### src/rtl/uart_pkg.sv
// Shared UART receiver types and frame constants.
package uart_pkg;

  // 50 MHz system clock at 115200 baud.
  localparam int DEFAULT_CLOCKS_PER_BAUD = 434;

  // 8N1 framing: eight data bits, LSB first.
  localparam int DATA_BITS = 8;

  // Receiver FSM states.
  typedef enum logic [2:0] {
    IDLE,
    START,
    DATA,
    STOP,
    WAIT_HIGH
  } rx_state_e;

endpackage

### src/rtl/uart_sync.sv
// Two-flop synchroniser for a single asynchronous input.
// RESET_VAL lets an idle-high line come out of reset without a false edge.
module uart_sync #(
  parameter logic RESET_VAL = 1'b1
) (
  input  logic clk,
  input  logic rst_n,
  input  logic d,
  output logic q
);

  logic meta_q, meta_d;
  logic sync_q, sync_d;

  // Next values: shift the pin through two stages.
  always_comb begin
    meta_d = d;
    sync_d = meta_q;
  end

  // Synchroniser register chain.
  always_ff @(posedge clk or negedge rst_n) begin
    if (!rst_n) begin
      meta_q <= RESET_VAL;
      sync_q <= RESET_VAL;
    end else begin
      meta_q <= meta_d;
      sync_q <= sync_d;
    end
  end

  assign q = sync_q;

endmodule

### src/rtl/uart_rx.sv
// 8N1 UART receiver: synchronises rx, samples each bit at mid-period,
// checks the stop bit and hands bytes to the consumer through a
// one-entry valid/ready holding register.
module uart_rx
  import uart_pkg::*;
#(
  parameter int CLOCKS_PER_BAUD = DEFAULT_CLOCKS_PER_BAUD
) (
  input  logic       clk,
  input  logic       rst_n,
  input  logic       rx,
  input  logic       ready,
  output logic [7:0] data,
  output logic       valid,
  output logic       frame_err,
  output logic       overrun,
  output logic       busy
);

  localparam int HALF_BAUD = CLOCKS_PER_BAUD / 2;
  localparam int CNT_W     = $clog2(CLOCKS_PER_BAUD);
  localparam int BIT_W     = $clog2(DATA_BITS);

  localparam logic [CNT_W-1:0] HALF_LOAD = CNT_W'(HALF_BAUD - 1);
  localparam logic [CNT_W-1:0] FULL_LOAD = CNT_W'(CLOCKS_PER_BAUD - 1);
  localparam logic [BIT_W-1:0] LAST_BIT  = BIT_W'(DATA_BITS - 1);

  logic                 rx_s;
  logic                 expired;

  rx_state_e            state_q, state_d;
  logic [CNT_W-1:0]     cnt_q, cnt_d;
  logic [BIT_W-1:0]     bit_q, bit_d;
  logic [DATA_BITS-1:0] shift_q, shift_d;
  logic [DATA_BITS-1:0] data_q, data_d;
  logic                 valid_q, valid_d;
  logic                 frame_err_q, frame_err_d;
  logic                 overrun_q, overrun_d;

  uart_sync #(
    .RESET_VAL(1'b1)
  ) u_sync (
    .clk  (clk),
    .rst_n(rst_n),
    .d    (rx),
    .q    (rx_s)
  );

  assign expired = (cnt_q == '0);

  // Next-state, bit sampling and holding-register update.
  always_comb begin
    state_d     = state_q;
    cnt_d       = cnt_q;
    bit_d       = bit_q;
    shift_d     = shift_q;
    data_d      = data_q;
    valid_d     = valid_q;
    frame_err_d = 1'b0;
    overrun_d   = 1'b0;

    // Consumer handshake; a delivery below may re-assert valid.
    if (valid_q && ready) begin
      valid_d = 1'b0;
    end

    case (state_q)
      IDLE: begin
        if (!rx_s) begin
          state_d = START;
          cnt_d   = HALF_LOAD;
        end
      end

      START: begin
        if (expired) begin
          if (!rx_s) begin
            state_d = DATA;
            cnt_d   = FULL_LOAD;
            bit_d   = '0;
          end else begin
            // Line went back high before mid-start: a glitch, not a frame.
            state_d = IDLE;
          end
        end else begin
          cnt_d = cnt_q - 1'b1;
        end
      end

      DATA: begin
        if (expired) begin
          shift_d[bit_q] = rx_s;
          cnt_d          = FULL_LOAD;
          if (bit_q == LAST_BIT) begin
            state_d = STOP;
          end else begin
            bit_d = bit_q + 1'b1;
          end
        end else begin
          cnt_d = cnt_q - 1'b1;
        end
      end

      STOP: begin
        if (expired) begin
          if (rx_s) begin
            state_d = IDLE;
            // A full register being drained this very cycle makes room.
            if (!valid_q || ready) begin
              data_d  = shift_q;
              valid_d = 1'b1;
            end else begin
              overrun_d = 1'b1;
            end
          end else begin
            frame_err_d = 1'b1;
            state_d     = WAIT_HIGH;
          end
        end else begin
          cnt_d = cnt_q - 1'b1;
        end
      end

      WAIT_HIGH: begin
        // Hold off until a break ends so it cannot re-trigger frames.
        if (rx_s) begin
          state_d = IDLE;
        end
      end

      default: begin
        state_d = IDLE;
      end
    endcase
  end

  // State, counters, shift and holding registers.
  always_ff @(posedge clk or negedge rst_n) begin
    if (!rst_n) begin
      state_q     <= IDLE;
      cnt_q       <= '0;
      bit_q       <= '0;
      shift_q     <= '0;
      data_q      <= '0;
      valid_q     <= 1'b0;
      frame_err_q <= 1'b0;
      overrun_q   <= 1'b0;
    end else begin
      state_q     <= state_d;
      cnt_q       <= cnt_d;
      bit_q       <= bit_d;
      shift_q     <= shift_d;
      data_q      <= data_d;
      valid_q     <= valid_d;
      frame_err_q <= frame_err_d;
      overrun_q   <= overrun_d;
    end
  end

  assign data      = data_q;
  assign valid     = valid_q;
  assign frame_err = frame_err_q;
  assign overrun   = overrun_q;
  assign busy      = (state_q != IDLE);

endmodule

### config.mk
export PLATFORM = sky130hd
export DESIGN_NAME = uart_rx
export DESIGN_NICKNAME = d
export VERILOG_FILES = /design/src/rtl/uart_pkg.sv /design/src/rtl/uart_sync.sv /design/src/rtl/uart_rx.sv
export SDC_FILE = /design/constraint.sdc
export NUM_CORES = 1
export LEC_CHECK = 0
export CAP_MARGIN = 20
export CORE_UTILIZATION = 45
export CTS_BUF_LIST = sky130_fd_sc_hd__clkbuf_16
export DETAILED_ROUTE_END_ITERATION = 12
export DONT_BUFFER_PORTS = 1
export GPL_TIMING_DRIVEN = 0
export PLACE_DENSITY = 0.59
export RECOVER_POWER = 100
export SYNTH_ARGS = -nofsm -noshare
export SYNTH_HDL_FRONTEND = slang
export SYNTH_HIERARCHICAL = 1
export SYNTH_SLANG_ARGS = --single-unit
export TNS_END_PERCENT = 50
### constraint.sdc
create_clock -name clk -period 3.01 [get_ports clk]
set_input_delay 0.1505 -clock clk [delete_from_list [all_inputs] [get_ports clk]]
set_output_delay 0.1505 -clock clk [all_outputs]
set_load 0.005 [all_outputs]
==> results.yml <==
status:
  status: "complete, but fails checks"
  violations: "capacitance limit, slew limit"
setup_path:
  crit_required_ns: 3.16
  end_kind: "register"
  worstPathArrival_ns: 2.86
  critPathLaunchType: "register"
  crit_type: "register to register"
  critical_path.max_fanout: 8
synthesis:
  synth_area_per_cell_um2: 10.8
  syn-num-nets: 179
  syn_area_mm2: 0.00185
  yosys.area.top_type_share: 0.459
  synth_area_leader_cell: "dfrtp_1"
  ys_seq_elements: 36
  ys_seq_area_frac: 0.488
  synthTopCellsByArea: "dfrtp_1, mux2_2, dfstp_2"
  synth_common_cells: "dfrtp_1, mux2_2, inv_1"
  synth-main-ff-cell: "dfrtp_1"
  synth_edf_count: 0
  ys_async_sr_fraction: 1.00
  syn_inst: 171
  synth.most_common_cell: "dfrtp_1"
  synth_cell_type_count: 51
  yosysWarnings: 6
grt:
  grt_usage: 0.202
  antenna_found_initial: 0
  first_global_vias: 1332
  grt-ovfl-total: 0
  grt_max_degree: 37
  grt_pass1_wl_um: 6520
layout:
  syn_to_final_growth_pct: 11.5
  diodes: 0
  drive_gt1_frac: 0.168
  final_nets: 191
  stdcell_count: 232
cts:
  ctsResizeCount: 0
  post_cts_buffers: 0
  cts_hold_buf: 3
  htree_levels: 2
  cts_tree: "built"
  clock_path_buffers: 2
  clk_pin_slew_worst_paths_ns: 0.05
  cts-buffers-inserted: 5
  clk_latency_ns: 0.27
  cts-root-buf: "clkbuf_16"
  clock-sinks: 36
power:
  ir_worst_vdd_mv: 0.298
  power.leakage_uw: 0.000890
  p_sw_uw: 203
  netSwitchingFraction: 0.204
  clockPowerShare: 0.491
  sequentialPowerShare: 0.491
  p_comb_frac: 0.017
  powerDensity_mw_per_mm2: 481
  internal-power_uw: 791
  total_power_uw: 993
place:
  port_buffers: 0
  dp_hpwl_um: 2570
  placedCellCount: 219
  place_congestion: 0.843
sta:
  worst_pin_slew_ns: 1.87
  setup_viol: 0
  slew_violations: 37
  finalCriticalPeriod_ns: 2.70
  setup_tns_ns: 0
  final-hold-violation-count: 0
  rsz0062_at_grt: "false"
  relSlewSlack: -0.244
  fmax_mhz: 370
  fin_crit_sh: 0.899
  skew_ns: 0.00131
die:
  num_rows: 22
  start_util: 0.488
  core_area_mm2: 0.00380
  die_area_mm2: 0.00438
  die_w_um: 66.2
  die_y_um: 66.2
  io_pins: 16
flow_run:
  drv_cap: 1
route:
  drc: 0
  via_count: 1401
  wire_per_inst_um: 16.3
  ant_nets: 0
  firstDrtPassIters: 4
  drt_wl_total_um: 3790
  routed_via_density: 6.04
  drt_iter0_markers: 94
min_path:
  min_path_type: "primary input to register"
area by class of cell:
type | instances | area [um2]
buffer | 10 | 51.3
clock buffer | 5 | 125
clock inverter | 3 | 15.0
fill | 354 | 1730
inverter | 10 | 37.5
multi-input combinational | 115 | 841
sequential | 36 | 903
tap | 48 | 60.1
timing repair buffer | 5 | 32.5
worst max-delay path, cell delays in order, from the launching register on:
cell and delay [ns]:
dfrtp_1 0.42, inv_1 0.13, ha_1 0.19, or4b_1 0.43
clkbuf_1 0.18, or4_1 0.51, buf_6 0.16, nor4_1 0.21
mux2_1 0.37
logic make-up (layout without fill, tap and decap cells):
| group | after synthesis | in the layout | share of synthesized area |
|---|---|---|---|
| flip-flops | 36 | 36 | 0.488 |
| AO/OA/AOI/OAI | 41 | 41 | 0.153 |
| multiplexers | 16 | 16 | 0.0966 |
| XOR/XNOR | 1 | 1 | 0.00473 |
| buffers and inverters | 20 | 33 | 0.0479 |
| adder cells (fa/ha/maj) | 4 | 4 | 0.0270 |
| AND/OR/NAND/NOR | 53 | 53 | 0.183 |
state kept, by name, indices dropped and copies added (netlist names):
| register | count |
|---|---|
| cnt_q | 9 |
| data | 8 |
| shift_q | 8 |
| bit_q | 3 |
| state_q | 3 |
| frame_err | 1 |
| overrun | 1 |
| u_sync/meta_q | 1 |
| u_sync/q | 1 |
| valid | 1 |
stage by stage:
step | area (um2) | hold slack, ns | utilization | setup slack, ns
after floorplan | 1850 | -0.145 | - | 0.606
after global placement | 1910 | -0.144 | 0.504 | 0.427
after detailed placement | 1910 | -0.144 | 0.504 | 0.381
after CTS | 2090 | 0.0850 | 0.551 | 0.359
after global routing | 2070 | 0.100 | 0.544 | 0.0935
final | 2070 | 0.0884 | 0.544 | 0.305
final timing paths:
check | startpoint | end | slack, ns | cells past startpoint
min in group asynchronous | rst_n | frame_err | 0.94 | 2
worst max-delay path | cnt_q[0] | shift_q[6] | 0.31 | 8
worst max register to register | cnt_q[0] | shift_q[6] | 0.31 | 8
worst min register to register | u_sync/meta_q | u_sync/q | 0.36 | 0
max in group asynchronous | rst_n | state_q[2] | 1.00 | 2
worst min-delay path | ready | overrun | 0.09 | 2
per-layer routing:
metal  global-route usage  share of wire
met3               0.0552          0.046
met2                0.281           0.44
met4               0.0691          0.010
met5                    0              0
met1                0.300           0.51
layout by cell type (no fill, tap or decap), types with 2 or more instances in the layout:
cell,synthesis,final
or3b_2,2,2
nand2b_1,3,3
a21o_1,2,2
nand3_1,6,6
a221oi_1,4,4
dfstp_2,2,2
dlygate4sd3_1,0,2
o21ai_0,5,6
o2bb2ai_1,2,2
ha_1,4,4
clkbuf_1,4,7
nor2_1,8,8
inv_1,10,11
a31oi_1,5,5
o31ai_1,3,3
mux2_1,4,4
o22ai_1,3,3
dfrtp_1,34,34
nor4_1,3,5
a21oi_1,7,7
nor3_1,3,3
nand4_1,5,5
or4_1,1,3
buf_2,2,3
nand2_1,8,8
clkbuf_16,0,5
mux2_2,11,11
power by group through the flow:
| stage | Sequential, uW | Clock (uW) | Combinational, uW |
|---|---|---|---|
| 6_report | 488 | 488 | 17.1 |
| 3_3_place_gp | 496 | 0 | 6.17 |
| 3_5_place_dp | 497 | 0 | 6.37 |
| 4_1_cts | 488 | 495 | 21.4 |
| 5_1_grt | 488 | 518 | 20.8 |
| 2_1_floorplan | 496 | 0 | 4.48 |
Power figures use the tool's default switching activity.
